**config.mk**
```make
export PLATFORM = sky130hd
export DESIGN_NAME = wb_rr_arbiter
export DESIGN_NICKNAME = d
export VERILOG_FILES = /design/src/rtl/wb_rr_arbiter.sv
export SDC_FILE = /design/constraint.sdc
export NUM_CORES = 1
export LEC_CHECK = 0
export ABC_AREA = 0
export CELL_PAD_IN_SITES_DETAIL_PLACEMENT = 1
export CELL_PAD_IN_SITES_GLOBAL_PLACEMENT = 1
export CORE_MARGIN = 2
export CORE_UTILIZATION = 13
export DETAILED_ROUTE_END_ITERATION = 8
export PLACE_DENSITY_LB_ADDON = 0.12
export SLEW_MARGIN = 20
export SYNTH_ARGS = -nofsm -noshare
export SYNTH_HDL_FRONTEND = slang
export SYNTH_SLANG_ARGS = --single-unit
```
**constraint.sdc**
```tcl
create_clock -name wb_clk_i -period 2.48 [get_ports wb_clk_i]
set_input_delay 0.744 -clock wb_clk_i [delete_from_list [all_inputs] [get_ports wb_clk_i]]
set_output_delay 0.744 -clock wb_clk_i [all_outputs]
set_load 0.02 [all_outputs]
```
**src/rtl/wb_rr_arbiter.sv**
```systemverilog
// -----------------------------------------------------------------------------
// wb_rr_arbiter
//
// Wishbone classic arbiter. It places up to NUM_MANAGERS managers onto one
// peripheral-side bus. Grants are round-robin. A grant is locked for as long
// as the owner holds CYC. A per-transfer timeout guard stops a transfer that
// has stalled: the owner gets a dummy acknowledge carrying ERR_DATA, and the
// bus is released.
//
// Ports
//   wb_clk_i, wb_rst_i        clock, synchronous active-high reset
//   A_ADR_I/A_DAT_I/A_SEL_I   packed manager address, write data and byte
//                             selects (manager k at [32k +: 32] / [4k +: 4])
//   A_WE_I/A_STB_I/A_CYC_I    per-manager control
//   A_DAT_O/A_ACK_O           read data and acknowledge back to the managers
//   DAT_I/ACK_I               peripheral read data and acknowledge
//   ADR_O/DAT_O/SEL_O         forwarded address, write data and byte selects
//   WE_O/STB_O/CYC_O          forwarded control
//   grant_o                   one-hot current owner, zero when idle
//   timeout_o                 one-cycle pulse when a transfer is terminated
// -----------------------------------------------------------------------------
module wb_rr_arbiter #(
    parameter int          NUM_MANAGERS   = 2,
    parameter int          TIMEOUT_CYCLES = 255,
    parameter logic [31:0] ERR_DATA       = 32'hDEAD_BEEF
) (
    input  logic                       wb_clk_i,
    input  logic                       wb_rst_i,
    input  logic [32*NUM_MANAGERS-1:0] A_ADR_I,
    input  logic [32*NUM_MANAGERS-1:0] A_DAT_I,
    input  logic [4*NUM_MANAGERS-1:0]  A_SEL_I,
    input  logic [NUM_MANAGERS-1:0]    A_WE_I,
    input  logic [NUM_MANAGERS-1:0]    A_STB_I,
    input  logic [NUM_MANAGERS-1:0]    A_CYC_I,
    output logic [32*NUM_MANAGERS-1:0] A_DAT_O,
    output logic [NUM_MANAGERS-1:0]    A_ACK_O,
    input  logic [31:0]                DAT_I,
    input  logic                       ACK_I,
    output logic [31:0]                ADR_O,
    output logic [31:0]                DAT_O,
    output logic [3:0]                 SEL_O,
    output logic                       WE_O,
    output logic                       STB_O,
    output logic                       CYC_O,
    output logic [NUM_MANAGERS-1:0]    grant_o,
    output logic                       timeout_o
);

    localparam int IDX_W  = (NUM_MANAGERS > 1) ? $clog2(NUM_MANAGERS) : 1;
    localparam int TCNT_W = $clog2(TIMEOUT_CYCLES + 1);
    localparam logic [TCNT_W-1:0] TCNT_LAST = TCNT_W'(TIMEOUT_CYCLES - 1);

    typedef enum logic [1:0] {
        ST_IDLE,
        ST_OWN,
        ST_TERM
    } state_t;

    state_t            state, state_nxt;
    logic [IDX_W-1:0]  gidx, gidx_nxt;   // index of the current owner
    logic [IDX_W-1:0]  ptr, ptr_nxt;     // round-robin search start
    logic [TCNT_W-1:0] tcnt, tcnt_nxt;   // stalled-strobe cycle count

    logic [NUM_MANAGERS-1:0] req;
    logic                    found;
    logic [IDX_W-1:0]        winner;
    int                      cand;

    assign req = A_CYC_I & A_STB_I;

    // Winner search: the first requester at or after ptr, wrapping upward.
    always_comb begin
        found  = 1'b0;
        winner = '0;
        cand   = 0;
        for (int i = 0; i < NUM_MANAGERS; i++) begin
            cand = int'(ptr) + i;
            if (cand >= NUM_MANAGERS) cand = cand - NUM_MANAGERS;
            if (!found && req[IDX_W'(cand)]) begin
                found  = 1'b1;
                winner = IDX_W'(cand);
            end
        end
    end

    // NOTE: each signal written in an always_comb gets a default first.
    // Without a default, some paths leave the signal unassigned, and the
    // tool then infers a latch.
    always_comb begin
        state_nxt = state;
        gidx_nxt  = gidx;
        ptr_nxt   = ptr;
        tcnt_nxt  = '0;
        case (state)
            ST_IDLE: begin
                if (found) begin
                    state_nxt = ST_OWN;
                    gidx_nxt  = winner;
                    ptr_nxt   = (winner == IDX_W'(NUM_MANAGERS - 1)) ? '0
                                                                     : winner + IDX_W'(1);
                end
            end
            ST_OWN: begin
                if (!CYC_O) begin
                    // The owner releases the bus. A pending strobe gets no ack.
                    state_nxt = ST_IDLE;
                    gidx_nxt  = '0;
                end else if (ACK_I) begin
                    tcnt_nxt = '0;
                end else if (STB_O) begin
                    if (tcnt == TCNT_LAST) state_nxt = ST_TERM;
                    else                   tcnt_nxt  = tcnt + TCNT_W'(1);
                end else begin
                    tcnt_nxt = tcnt;
                end
            end
            ST_TERM: begin
                // Force a re-arbitration, even if the owner still holds CYC.
                state_nxt = ST_IDLE;
                gidx_nxt  = '0;
            end
            default: begin
                state_nxt = ST_IDLE;
                gidx_nxt  = '0;
            end
        endcase
    end

    // NOTE: sequential state uses non-blocking assignments. Every flop then
    // samples its inputs before any flop updates, so the evaluation order of
    // the blocks does not change the result.
    always_ff @(posedge wb_clk_i) begin
        if (wb_rst_i) begin
            state <= ST_IDLE;
            gidx  <= '0;
            ptr   <= '0;
            tcnt  <= '0;
        end else begin
            state <= state_nxt;
            gidx  <= gidx_nxt;
            ptr   <= ptr_nxt;
            tcnt  <= tcnt_nxt;
        end
    end

    // Output mux. Every output is zero in IDLE. OWN forwards the owner's
    // signals combinationally. TERM gives the owner a dummy ack with ERR_DATA.
    always_comb begin
        ADR_O     = '0;
        DAT_O     = '0;
        SEL_O     = '0;
        WE_O      = 1'b0;
        STB_O     = 1'b0;
        CYC_O     = 1'b0;
        A_DAT_O   = '0;
        A_ACK_O   = '0;
        grant_o   = '0;
        timeout_o = (state == ST_TERM);
        for (int k = 0; k < NUM_MANAGERS; k++) begin
            if (state != ST_IDLE && gidx == IDX_W'(k)) begin
                grant_o[k] = 1'b1;
                if (state == ST_OWN) begin
                    ADR_O               = A_ADR_I[32*k +: 32];
                    DAT_O               = A_DAT_I[32*k +: 32];
                    SEL_O               = A_SEL_I[4*k +: 4];
                    WE_O                = A_WE_I[k];
                    STB_O               = A_STB_I[k];
                    CYC_O               = A_CYC_I[k];
                    A_DAT_O[32*k +: 32] = DAT_I;
                    A_ACK_O[k]          = ACK_I & A_STB_I[k];
                end else begin
                    A_DAT_O[32*k +: 32] = ERR_DATA;
                    A_ACK_O[k]          = 1'b1;
                end
            end
        end
    end

endmodule

```
Word-level counts from Yosys, hierarchy flattened
Cells that the tools add are included.
Widths: inputs -> output; s select.
- add/sub/neg operators: 5
- multipliers: 0
- div/mod/pow operators: 0
- order comparisons: 4
- equality and inequality tests: 8
- shifts and indexed selects: 0
- multiplexer cells: 54
- bitwise operators: 6
- reductions and logical operators: 10
- operators with widths (operator ; count):
    $mux 32 ; 11
    $mux 1 ; 31
    $mux 4 ; 4
    $mux 2 ; 5
    $ne 3x3->1 const B ; 3
    $add 8x1->8 const B ; 1
    $eq 8x8->1 const B ; 1
    $mux 8 ; 1
    $lt 1x3->1 const B ; 2
    $ne 2x2->1 const B ; 2
    $pmux 2 s2 ; 1
    $reduce_and 2->1 ; 2
    $reduce_and 4->1 ; 1
    $reduce_or 4->1 ; 1
    $and 1x1->1 ; 3
    $logic_and 1x1->1 ; 3
    $not 1->1 ; 3
    $add 1x1->2 const B ; 1
    $eq 2x1->1 const B ; 1
    $eq 2x2->1 const B ; 1
    $ge 1x2->1 const B ; 1
    $ge 2x2->1 const B ; 1
    $logic_not 2->1 ; 1
    $pmux 1 s2 ; 1
    4 further kinds ; 5
- bits in registers: 12
- latch bits: 0
- memory bits (writable): 0
- bits in read-only memories: 0
- output and inout port bits: 140
- word-level logic and storage cells: 91
- memories kept: 0

Longest topological paths before layout
- word-level depth: 11
- depth in mapped cells: 6

Worst setup path before layout
Ideal clock, no wire load.
- path type: register -> output
- start: register state[1]
- end: output A_DAT_O[37]
- arrival: 1.496 ns
- required time: 1.736 ns
- path slack: 0.240 ns
- stages on the path, launching flop included: 6
- path through: dfxtp_1 nand2b_1 clkbuf_1 clkbuf_1 nor2_1 nor2_1
- word-level cells in the longest chain between the ends: 3
- elaborated cells between the ends (all ways): 5
- classes of those cells: eq/ne: 1; mux: 2; reduce/logical: 2
- RTL lines (what ; line ; text):
    from (decl) ; 59 ; state_t state, state_nxt;
    from (signal assigned) ; 139 ; state <= state_nxt;
    $eq 2x1->1 or $reduce_bool 2->1 (tied branches) ; 162, 160 ;
    $mux 32 or $logic_and 1x1->1 (tied branches) ; 162, 160 ;
    $mux 32 * ; 160 ; if (state != ST_IDLE && gidx == IDX_W'(k)) begin
    to (decl) ; 35 ; output logic [32*NUM_MANAGERS-1:0] A_DAT_O,
Every way passes the cells marked *; elsewhere a longest branch is shown, timed or not.

Final worst setup path
- start: input A_SEL_I[5]
- end: output SEL_O[1]
- word-level cells in the longest chain between the ends: 2
- RTL lines (what ; line ; text):
    from (decl) ; 31 ; input logic [4*NUM_MANAGERS-1:0] A_SEL_I,
    $mux 4 ; 162 ; if (state == ST_OWN) begin
    $mux 4 ; 160 ;
    to (decl) ; 41 ; output logic [3:0] SEL_O,
Every way passes these cells.

==> summary.txt <==
Synthesis
  • Area leader, netlist: mux2i_1
  • Area contributors post-synth: mux2i_1, nor2_1, dfxtp_1, and2_1, xnor2_1
  • EDFF count, synth: 0
  • Synth Net Count: just over 500
  • #FFs+latches synth: 12
  • Top-count cell post-synth: nor2_1
  • Post-Syn Area: just over 0.002 mm²
  • Top cells by count, synth: nor2_1, mux2i_1, dfxtp_1
  • Commonest register cell after synthesis: dfxtp_1
  • Mean Syn Cell Area: roughly 6.2 µm²
  • Sequential element share of the synthesized area: a little under an eighth
  • Post-Syn Instances: approximately 330
  • Top-area cell type share of the netlist area: between 30% and 40%
  • Count of unique library cells instantiated by Yosys: 29
  • YS warnings: 0
  • Ys async rst share: 0%

Route
  • WL/cell: approximately 17 µm
  • DR iter-0 viols: between 80 and 90
  • First-pass iteration count of the detailed router: 4
  • Routed via count: 3,576
  • Routed Antenna Nets: 0
  • Vias per inst: between 4 and 5
  • Final WL: roughly 15,000 µm
  • Residual DRC: 0

Floorplan
  • I/O pins: between 300 and 400
  • DIE WIDTH: around 130 µm
  • Die ar.: 0.0168 mm²
  • Die Ht: between 100 and 150 µm
  • Core ar.: between 0.015 and 0.02 mm²
  • Initial Util: around 13%
  • Num rows: 45

Power and ir drop
  • Sequential power share: between 10% and 20%
  • Peak supply drop: about 0.00017 V
  • Clock Power Share: between 20% and 30%
  • Internal power: roughly 840 µW
  • Sw power: around 380 µW
  • Sw Share: around 31%
  • Power Density: about 220 mW/mm²
  • Static leakage: roughly 2.4 nW
  • Comb pwr share: 57.0%

Timing
  • Final setup fails: 0
  • Max Freq: just over 0.4 GHz
  • Max Clock Skew: roughly 3.7 ps
  • Final worst-path cycle share: between 90 and 100%
  • Max-slew violations: 0
  • Hold_ws: roughly 510 ps
  • Min Tclk post-route: about 2500 ps
  • Fin. Hold Viols: 0
  • Slew margin rel.: between 70% and 80%
  • Final WS setup: 18.3 ps
  • Worst-margin pin slew: around 320 ps

GRT
  • GRT overflow: 0
  • Initial antenna violation count: 0
  • Largest net degree at the start of global routing: 32
  • Total GRT Usage: ~16%
  • Vias in the first global route: about 3,700
  • First-pass GRT wire length: approximately 21,000 µm

Final layout
  • Non-Filler Instances: around 870
  • Final Util: 35.9%
  • ANT cells: 0
  • Filler Cell Count: between 1,500 and 2,000
  • Synth-to-Final Area Change: 168%
  • # nets final: around 840
  • Proportion of layout cells with a drive suffix above 1: about a fifth

Worst setup path
  • Crit end category: primary output
  • CP required: 1740 ps
  • CP Launch Type: input port
  • CP cell instances: clkdlybuf4s50_1 > mux2i_1 > nor2_1 > dlygate4sd2_1
  • Slowest cell on the critical path: clkdlybuf4s50_1
  • Crit path kind: in -> out
  • Critical path peak fanout: 1
  • Crit-path max cell delay: approximately 470 ps
  • WP buf/inv: 2
  • Cell family with most CP delay: buffers and inverters
  • Crit path DAT: between 1500 and 2000 ps

Clock network
  • CTS tree: yes
  • Worst-skew pair later-pin latency: 240 ps
  • Root buffer cell: clkbuf_16
  • CTS Buf Count: 3
  • H-Tree Depth: 1
  • Clock sink total: 12
  • Clock Path Buffers: 2
  • Clk slew on worst S/H paths: 40 ps

Placement
  • Post-DP HPWL: between 10,000 and 15,000 µm
  • GP Congestion: between 0.7 and 0.8
  • # port buffers: ~320
  • Placed Cells: between 800 and 900
  • Place WS: -430 ps

Worst hold path
  • Type of the most critical hold path: reg -> reg

Outcome
  • Status: completed

Job
  • Max_cap viols: 0
kinds of logic (layout without fill, tap and decap cells):
kind of cell,after synthesis,in the layout,share of synthesized area [%]
compound gates,10,10,2.68
xor+xnor,7,7,2.98
fa+ha+maj,2,2,1.22
buf+inv,30,356,5.96
flops,12,12,11.7
mux,71,71,34.5
simple gates,199,199,40.9
through the flow:
| stage | power (mW) | cell area [µm²] | setup TNS, ps |
|---|---|---|---|
| after floorplan | 0.452 | 2060 | 0 |
| after global placement | 0.948 | 5710 | -30430 |
| after detailed placement | 0.959 | 5710 | -32390 |
| after CTS | 1.25 | 5690 | 0 |
| after global routing | 1.30 | 5510 | -16.5 |
| final | 1.23 | 5510 | 0 |
metal layers:
layer,vias to the layer above,wire (µm),track usage [%]
li1,1741,-,-
met1,1631,5330,16.8
met2,188,7770,31.2
met3,16,1570,5.08
met4,0,296,3.42
met5,-,0,0
worst reg2reg max path: stages (launching register included):
cell and delay [ps]:
dfxtp_1 330, nand2b_4 240, buf_4 260, buf_4 190
or3_1 390, or3_1 350, a21oi_1 150
registers in the layout, summed over array words and instances (netlist names):
register and flops:
gidx 1, state 2, tcnt 8, ptr 1
power by group through the flow:
stage	registers [mW]	logic [mW]	clock network [mW]
after floorplan	0.202	0.249	0
after global placement	0.202	0.746	0
after detailed placement	0.203	0.756	0
after CTS	0.199	0.716	0.336
after global routing	0.199	0.754	0.350
final	0.199	0.701	0.329
repair_timing:
action	in CTS	in global routing
gates resized for setup	179	135
setup endpoints to repair	130	100
pin swaps	0	2
buffers inserted	0	1
hold buffers	0	0
area by class of cell:
class / count / area, µm² / area share (%)
clock buffers: 4 / 88.8 / 1.61
inverters: 5 / 18.8 / 0.341
repair buffers: 347 / 3160 / 57.5
multi-input cells: 289 / 1720 / 31.3
well taps: 211 / 264 / 4.80
flip-flops and latches: 12 / 245 / 4.45
path summary, 6_finish.rpt:
kind,endpoint,cells after the start,from,slack (ps)
worst max-delay path,SEL_O[1],4,A_SEL_I[5],20
worst min-delay path,tcnt[7],2,tcnt[7],510
worst max register to register,tcnt[7],6,state[1],510
worst min register to register,tcnt[7],2,tcnt[7],510
cells in the final DEF, fill, tap and decap left out, types with 2 or more instances in the layout:
master / netlist / final
a21oi_1: 5 / 5
and2_1: 9 / 9
and3_1: 8 / 8
buf_12: 0 / 9
buf_2: 8 / 5
buf_4: 0 / 32
clkbuf_16: 0 / 3
clkbuf_2: 0 / 54
clkdlybuf4s15_1: 0 / 29
clkdlybuf4s15_2: 0 / 10
clkdlybuf4s50_1: 0 / 176
dfxtp_1: 12 / 10
dlygate4sd2_1: 0 / 31
ha_1: 2 / 2
inv_1: 5 / 5
mux2i_1: 71 / 68
mux2i_2: 0 / 3
nand2_1: 3 / 3
nand3_1: 6 / 6
nand4_1: 2 / 2
nor2_1: 156 / 154
nor2_2: 0 / 2
nor3_1: 4 / 4
nor4_1: 2 / 2
or3_1: 2 / 2
xnor2_1: 6 / 6
No activity file was read; power rests on OpenSTA's default activity.
